--- src/rtl/mod_pkg.sv ---
// Shared types and encodings for the modulation sequencer and selector.
// Latency: n/a (declarations only).
// Backpressure: n/a.
package mod_pkg;

  typedef enum logic {
    COUNT = 1'b0,
    ALIGN = 1'b1
  } seq_state_t;

  // Default PRBS generator: x^5 + x^3 + 1, seeded at 1
  localparam logic [4:0] DEF_LFSR_SEED = 5'b00001;
  localparam logic [4:0] DEF_LFSR_TAPS = 5'b10100;

  // Modulation type encodings (low bits of modulation_selector)
  localparam logic [1:0] MOD_ASK  = 2'b00;
  localparam logic [1:0] MOD_BPSK = 2'b10;

  // Carrier waveform encodings (low bits of signal_select)
  localparam logic [1:0] SIG_SIN    = 2'b00;
  localparam logic [1:0] SIG_TRI    = 2'b01;
  localparam logic [1:0] SIG_SAW    = 2'b10;
  localparam logic [1:0] SIG_SQUARE = 2'b11;

endpackage

--- src/rtl/prbs_lfsr.sv ---
// Fibonacci PRBS LFSR, shifts left with the parity of the tapped bits as new LSB.
// Latency: new state visible 1 clock after advance is sampled high.
// Backpressure: none; holds its state whenever advance is low.
//   clk, reset  : clock and synchronous active-high reset (state <= SEED)
//   advance     : step the register once on this edge
//   state       : current LFSR contents
module prbs_lfsr #(
  parameter int           W    = 5,
  parameter logic [W-1:0] SEED = 5'b00001,
  parameter logic [W-1:0] TAPS = 5'b10100
) (
  input  logic         clk,
  input  logic         reset,
  input  logic         advance,
  output logic [W-1:0] state
);

  always_ff @(posedge clk) begin
    if (reset) begin
      state <= SEED;
    end else if (advance) begin
      state <= {state[W-2:0], ^(state & TAPS)};
    end
  end

endmodule

--- src/rtl/mod_sequencer.sv ---
// Symbol-rate controller: steps a PRBS once per symbol, optionally aligned to carrier wraps.
// Latency: strobe max(period,1) clks after a symbol starts (COUNT), or 1 clk after carrier_wrap (ALIGN).
// Backpressure: one-deep config slot; cfg_ready drops on capture and rises when the slot is applied.
//   sym_period   : clocks per symbol, sampled at every symbol update (0 behaves as 1)
//   carrier_wrap : phase-accumulator wrap pulse, only looked at while aligning
//   cfg_*        : selector config offer; applied on the next symbol update
//   mod_sel/sig_sel/en/sym_strobe/lfsr_state : registered outputs toward mod_select
module mod_sequencer
  import mod_pkg::*;
#(
  parameter int                LFSR_W           = 5,
  parameter logic [LFSR_W-1:0] LFSR_SEED        = DEF_LFSR_SEED,
  parameter logic [LFSR_W-1:0] LFSR_TAPS        = DEF_LFSR_TAPS,
  parameter int                CNT_W            = 32,
  parameter int                ALIGN_TO_CARRIER = 1,
  parameter int                MAX_WAIT         = 1024
) (
  input  logic              clk,
  input  logic              reset,
  input  logic [CNT_W-1:0]  sym_period,
  input  logic              carrier_wrap,
  input  logic              cfg_valid,
  input  logic [3:0]        cfg_mod_sel,
  input  logic [7:0]        cfg_sig_sel,
  output logic              cfg_ready,
  output logic [3:0]        mod_sel,
  output logic [7:0]        sig_sel,
  output logic              en,
  output logic              sym_strobe,
  output logic [LFSR_W-1:0] lfsr_state
);

  localparam int               WAIT_W    = $clog2(MAX_WAIT + 1);
  localparam logic [WAIT_W-1:0] WAIT_LAST = WAIT_W'(MAX_WAIT - 1);

  seq_state_t        state;
  logic [CNT_W-1:0]  cnt;
  logic [CNT_W-1:0]  period;
  logic [CNT_W-1:0]  period_m1;
  logic [WAIT_W-1:0] wait_cnt;
  logic [3:0]        pend_mod;
  logic [7:0]        pend_sig;
  logic              sym_done;
  logic              upd;

  // A zero period is treated as one clock per symbol
  assign period_m1 = (period == '0) ? '0 : period - CNT_W'(1);
  assign sym_done  = (cnt == period_m1);

  always_comb begin
    upd = 1'b0;
    case (state)
      COUNT: upd = (ALIGN_TO_CARRIER == 0) && sym_done;
      ALIGN: upd = carrier_wrap || (wait_cnt == WAIT_LAST);
    endcase
  end

  prbs_lfsr #(
    .W    (LFSR_W),
    .SEED (LFSR_SEED),
    .TAPS (LFSR_TAPS)
  ) u_prbs (
    .clk     (clk),
    .reset   (reset),
    .advance (upd),
    .state   (lfsr_state)
  );

  // The LFSR is itself a register, so en stays a registered output
  assign en = lfsr_state[0];

  always_ff @(posedge clk) begin
    if (reset) begin
      state      <= COUNT;
      cnt        <= '0;
      period     <= sym_period;
      wait_cnt   <= '0;
      sym_strobe <= 1'b0;
      cfg_ready  <= 1'b1;
      pend_mod   <= '0;
      pend_sig   <= '0;
      mod_sel    <= '0;
      sig_sel    <= '0;
    end else begin
      sym_strobe <= upd;

      case (state)
        COUNT: begin
          if (sym_done) begin
            cnt <= '0;
            if (ALIGN_TO_CARRIER != 0) begin
              state    <= ALIGN;
              wait_cnt <= '0;
            end
          end else begin
            cnt <= cnt + CNT_W'(1);
          end
        end
        ALIGN: begin
          cnt <= '0;
          if (upd) begin
            state <= COUNT;
          end else begin
            wait_cnt <= wait_cnt + WAIT_W'(1);
          end
        end
      endcase

      // cfg_ready low means the slot holds a config waiting for this boundary
      if (upd) begin
        period <= sym_period;
        if (!cfg_ready) begin
          mod_sel   <= pend_mod;
          sig_sel   <= pend_sig;
          cfg_ready <= 1'b1;
        end
      end

      // Only reachable with an empty slot, so it never collides with the apply above;
      // a capture on an update edge therefore waits for the following update.
      if (cfg_valid && cfg_ready) begin
        pend_mod  <= cfg_mod_sel;
        pend_sig  <= cfg_sig_sel;
        cfg_ready <= 1'b0;
      end
    end
  end

endmodule

--- config.mk ---
export PLATFORM = sky130hd
export DESIGN_NAME = mod_sequencer
export DESIGN_NICKNAME = d
export VERILOG_FILES = /design/src/rtl/mod_pkg.sv /design/src/rtl/prbs_lfsr.sv /design/src/rtl/mod_sequencer.sv
export SDC_FILE = /design/constraint.sdc
export NUM_CORES = 1
export LEC_CHECK = 0
export ABC_AREA = 1
export ABC_CLOCK_PERIOD_IN_PS = 5400
export BUFFER_PORTS_ARGS = -buffer_cell sky130_fd_sc_hd__buf_2
export CAP_MARGIN = 20
export CORE_ASPECT_RATIO = 1.4
export CORE_UTILIZATION = 50
export CTS_CLUSTER_DIAMETER = 100
export CTS_CLUSTER_SIZE = 30
export DETAILED_ROUTE_END_ITERATION = 8
export HOLD_SLACK_MARGIN = 0.15
export PLACE_DENSITY_LB_ADDON = 0.12
export SLEW_MARGIN = 25
export SYNTH_ARGS = -nofsm -noshare
export SYNTH_HDL_FRONTEND = slang
export SYNTH_HIERARCHICAL = 1
export SYNTH_SLANG_ARGS = --single-unit
--- constraint.sdc ---
create_clock -name clk -period 5.4 [get_ports clk]
set_input_delay 0.54 -clock clk [delete_from_list [all_inputs] [get_ports clk]]
set_output_delay 0.54 -clock clk [all_outputs]
set_load 0.05 [all_outputs]
== Word-level counts from Yosys, hierarchy flattened ==
Cells that the tools add are included.

* ROM bits: 0
* Register bits after elaboration: 107
* Bits in writable memories: 0
* Logic and storage cells: 42
* Bits in latches: 0
* Input port bits: 48
* Memories kept: 0

* Equality and inequality tests: 4
* Reductions and logical operators: 8
* Multiplexer cells: 14
* Divide/modulo/power cells: 0
* $add $sub $neg: 3
* Multiply operators: 0
* Shift operators: 0
* Bitwise gates (word level): 2
* $lt $le $gt $ge: 0

{| class="wikitable"
|+ Operators with widths
! kind !! number
|-
| 32-bit two-way mux || 4
|-
| 32-bit one-hot mux with 2 select lines || 1
|-
| 32-bit by 1-bit adder with 32-bit output, second input constant || 1
|-
| 32-bit equality test || 1
|-
| 32-bit zero test || 1
|-
| 32-bit by 1-bit subtractor with 32-bit output, second input constant || 1
|-
| 11-bit two-way mux || 2
|-
| 11-bit one-hot mux with 2 select lines || 1
|-
| 11-bit by 1-bit adder with 11-bit output, second input constant || 1
|-
| 11-bit by 10-bit equality test with 1-bit output, second input constant || 1
|-
| 5-bit parity || 1
|-
| 1-bit two-way mux || 4
|-
| 2-bit inequality test, second input constant || 2
|-
| 1-bit one-hot mux with 2 select lines || 2
|-
| 2-bit AND reduction || 2
|-
| 2-bit nonzero test || 2
|-
| 1-bit inverter || 2
|-
| 1-bit logical AND || 1
|-
| 1-bit logical OR || 1
|}

== Logic depth before layout (Yosys ltp) ==
* Depth after elaboration: 5
* Gate-level depth with buffers: 19
* Depth with buffers taken out: 19

== Modules after synthesis ==
The synthesis kept the hierarchy.

{| class="wikitable"
|+ By module, submodules not included
! module !! instances !! area each (um^2) !! cells an instance
|-
| mod_sequencer || 1 || 5746.8 || 834
|-
| prbs_lfsr || 1 || 188.9 || 26
|}

== Worst setup path before layout ==
No wires, ideal clock.

* Kind: register to register
* Start: register wait_cnt[0]
* End: register period[0], enable pin
* Path slack: 3.085 ns
* Setup time: 0.389 ns
* Stages on the path, launching flop included: 10
* Arrival: 1.925 ns
* Buffers on the path: 0
* Period minus slack after synthesis: 2.315 ns
* Cells stage by stage: dfxtp_1 -> ha_1 -> nand2_1 -> nor2_1 -> nand2_1 -> inv_1 -> nand4_1 -> o21ai_1 -> nand2_1 -> nand2_1

* Longest elaborated chain between the ends: 4

{| class="wikitable"
|+ Ends and longest elaborated chain
! element !! RTL line !! RTL
|-
| start: declaration || mod_sequencer.sv:40 || <nowiki>logic [WAIT_W-1:0] wait_cnt;</nowiki>
|-
| start signal: assignment || mod_sequencer.sv:104 || <nowiki>wait_cnt <= wait_cnt + WAIT_W'(1);</nowiki>
|-
| 11-bit by 10-bit equality test with 1-bit output || mod_sequencer.sv:54 || <nowiki>ALIGN: upd = carrier_wrap || (wait_cnt == WAIT_LAST);</nowiki>
|-
| 1-bit logical OR || mod_sequencer.sv:54 ||
|-
| 1-bit one-hot mux with 2 select lines || mod_sequencer.sv:52 || <nowiki>case (state)</nowiki>
|-
| 2-bit nonzero test (no source line) || -- ||
|-
| end signal: assignment || mod_sequencer.sv:76 || <nowiki>period <= sym_period;</nowiki>
|-
| end signal: assignment || mod_sequencer.sv:111 || <nowiki>period <= sym_period;</nowiki>
|-
| end: declaration || mod_sequencer.sv:38 || <nowiki>logic [CNT_W-1:0] period;</nowiki>
|}

No other way between the ends.
A chain may end at the register's enable or synchronous reset.

== Worst setup path in the final report ==
* Start: register period[0]
* End: register cnt[26]

* Longest elaborated chain between the ends: 5
* Elaborated cells between the ends (all ways): 6
* Classes of those cells: add/sub: 1; eq/ne: 1; mux: 3; reduce/logical: 1

{| class="wikitable"
|+ Ends and longest elaborated chain
! element !! RTL line !! RTL
|-
| 32-bit by 1-bit subtractor with 32-bit output / 32-bit zero test (equally long branches) || mod_sequencer.sv:47 || <nowiki>assign period_m1 = (period == '0) ? '0 : period - CNT_W'(1);</nowiki>
|-
| 32-bit two-way mux (*) || mod_sequencer.sv:47 ||
|-
| 32-bit equality test (*) || mod_sequencer.sv:48 || <nowiki>assign sym_done = (cnt == period_m1);</nowiki>
|-
| 32-bit two-way mux (*) || mod_sequencer.sv:89 || <nowiki>if (sym_done) begin</nowiki>
|-
| 32-bit one-hot mux with 2 select lines (*) || mod_sequencer.sv:87 || <nowiki>case (state)</nowiki>
|-
| end signal: assignment || mod_sequencer.sv:96 || <nowiki>cnt <= cnt + CNT_W'(1);</nowiki>
|-
| end: declaration || mod_sequencer.sv:37 || <nowiki>logic [CNT_W-1:0] cnt;</nowiki>
|}

Mark *: on every way between the ends. The rest lies on a longest branch, timed or not.

==> key figures <==
Critical path
  – Setup crit start kind: flip-flop
  – WS Path Type: reg2reg
  – Critical Path RT: 5.64 ns
  – R2R Setup Slk: 2.00 ns
  – CP max stage cell: nand3_2
  – WP data arrival: 3.64 ns
  – Crit end category: flip-flop
  – CP max stage delay: 0.54 ns
  – Critical-path cell list: inv_1 > ha_1 > nand3_2 > nor2_2 > nand2_1 > nor2_1 > o21ai_0 > nand3_1 > nor2_1 > nand2_1 > nor2_2 > nand3_1 > nand3_2 > nor3b_1
  – CP max FO: 32

Synthesis
  – Netlist cell types: 37
  – #FFs+latches synth: 107
  – Mapped Area: 0.00594 mm²
  – Synth Area per Inst: 6.90 µm²
  – Number of synthesized flops with an enable pin: 32
  – Syn. warnings: 6
  – Most common flop cell mapped by yosys: dfxtp_1
  – Syn nets: 911
  – Seq/Total Area, Yosys: 0.415
  – Synth Instances: 860
  – Post-synthesis async set-or-reset flop share: 0

Floorplanning
  – Io pins: 68
  – Row cnt: 46
  – Die span in y: 131 µm
  – Core Footprint: 0.0115 mm²
  – Initial Utilization: 0.518
  – Die Width: 94.1 µm
  – Die Area: 0.0123 mm²

Global routing
  – Initial antenna violation count: 0
  – GR Util All Layers: 0.243
  – Vias in the first global route: 5071
  – Total grt overflow: 0
  – Largest net degree at the start of global routing: 53
  – First-pass GRT wire length: 23.6 mm

Layout
  – Design area: 0.00665 mm²
  – Final #Nets: 970
  – Area added between synthesis and finish: 12.0%
  – Commonest non-fill, non-tap cell in the layout: nand2_1
  – Most frequent cells in the layout: nand2_1 (220), nor2_1 (133), inv_1 (101), dfxtp_1 (75), buf_2 (67)
  – Fillers: 1117
  – Layout cells sized above 1: 0.132
  – Diode count: 0

Timing
  – RSZ-0062 raised after global routing: no
  – Worst hold slack: 0.365 ns
  – Worst-margin pin slew: 0.818 ns
  – Final Setup Violations: 0
  – Clock Skews: 0.0106 ns
  – Rel. slew slack: 0.454
  – Setup TNS Final: 0 ns
  – Slew Limit Fails: 0
  – Final period utilization: 0.630
  – F_max: 0.294 GHz
  – Final min period: 3.40 ns
  – Endpoints failing hold: 0

Place
  – Placed inst area: 0.00634 mm²
  – Port Buffers: 67
  – Detailed Place HPWL: 11.1 mm
  – Placer congestion estimate: 0.925

Clock network
  – CTS tree: built
  – Cts-stage hold buffer count: 0
  – Htree depth: 3
  – Worst skew pair latency: 0.35 ns
  – CTS Buf Count: 9
  – Clk buf depth: 2
  – Clock root cell: clkbuf_16
  – Clock sink total: 107
  – Post-CTS resize count: 0
  – Clock transition at path regs: 0.08 ns
  – Setup Fix Bufs, Post-CTS: 0

Pwr
  – Maximum VDD drop: 183 µV
  – Cell Pwr Density: 249 mW/mm²
  – Pleak: 2.70 nW
  – Total Power: 0.00165 W

Outcome
  – Outcome: complete, no violations

Detailed routing
  – DRC Markers: 0
  – Met3 routed WL: 714 µm
  – Via density: 5.26
  – Antenna viol nets, final: 0
  – Top layer in use: met4
  – Routed wire length per instance: 13.4 µm
  – Routed vias: 5622
  – Drt first pass iters: 5
  – Met2 wire length: 7.12 mm
  – Met1 wire length: 6.16 mm
  – Iter 0 DRT Violations: 262
  – Final WL: 14.3 mm

Flow run
  – Max Cap Viol: 0

Hold path
  – HP Class: in2reg
==> cell usage after synthesis (2+ instances only) <==
library cell / instances / area share
nor2_2: 12 / 0.013
clkbuf_1: 9 / 0.0057
buf_6: 2 / 0.0038
nor3_2: 3 / 0.0051
nand2_1: 220 / 0.14
inv_2: 4 / 0.0025
nor3_1: 15 / 0.013
buf_4: 6 / 0.0076
dfxtp_1: 75 / 0.25
edfxtp_1: 32 / 0.16
or2_2: 5 / 0.0053
nand3_1: 62 / 0.052
clkinv_1: 3 / 0.0019
a31oi_1: 3 / 0.0032
nand3_2: 2 / 0.0034
ha_1: 3 / 0.0063
o21bai_1: 5 / 0.0063
nand4_1: 37 / 0.039
nor3b_1: 5 / 0.0063
o21ai_1: 4 / 0.0034
xor2_1: 17 / 0.025
inv_1: 101 / 0.064
buf_2: 3 / 0.0025
nor4_1: 5 / 0.0053
nor2_1: 133 / 0.084
a21oi_1: 41 / 0.035
o21ai_0: 38 / 0.032
nand2_2: 6 / 0.0063
==> cell type report <==
type | instances | area, µm² | area share
inverter | 108 | 405 | 0.0610
clock buffer | 10 | 239 | 0.0359
sequential | 107 | 2460 | 0.370
multi-input combinational | 625 | 2950 | 0.444
clock inverter | 6 | 67.6 | 0.0102
tap | 144 | 180 | 0.0271
timing repair buffer | 68 | 343 | 0.0516
==> registers in the layout (all words and copies together), names as in the netlist <==
register	flops
mod_sel	4
wait_cnt	11
pend_mod	4
period	32
pend_sig	8
u_prbs/state	5
state	1
cfg_ready	1
sym_strobe	1
cnt	32
sig_sel	8
==> through the flow <==
stage	instances	util	setup slack, ns
after floorplan	860	-	3.09
after global placement	1052	0.554	2.21
after detailed placement	1052	0.554	2.05
after CTS	1068	0.581	2.03
after global routing	1068	0.581	1.64
final	1068	0.581	2.00
==> logic make-up after synthesis <==
| logic type | share of synthesized area |
|---|---|
| and+or+nand+nor | 0.384 |
| buffers and inverters | 0.0879 |
| DFF | 0.415 |
| AOI/OAI and AO/OA | 0.0822 |
| xor gates and xnor gates | 0.0251 |
| adders and majority gates | 0.00632 |
==> per-layer routing <==
layer / global-route usage / up-vias
li1: - / 2905
met1: 0.300 / 2533
met2: 0.425 / 158
met3: 0.0422 / 26
met4: 0.0860 / 0
met5: 0 / -
==> where the power goes <==
group / total [W] / switching, W / internal (W) / leakage [nW]
registers: 0.000872 / 0.0000203 / 0.000852 / 0.921
clock network: 0.000666 / 0.000326 / 0.000340 / 0.150
logic: 0.000115 / 0.0000706 / 0.0000448 / 1.63
==> final timing paths <==
path	from	endpoint	cells past startpoint
worst min register to register	sig_sel[3]	sig_sel[3]	2
worst max register to register	period[0]	cnt[26]	14
worst min-delay path	sym_period[30]	period[30]	1
worst max-delay path	period[0]	cnt[26]	14
==> worst max-delay path, delay by kind of cell (launching register included) <==
kind	cells	cell delay, ns
AND/OR/NAND/NOR	11	2.40
buffers and inverters	1	0.11
AO/OA/AOI/OAI	1	0.17
flip-flops	1	0.40
adder cells (fa/ha/maj)	1	0.21
Note: power is estimated with default switching activity, not from simulation.
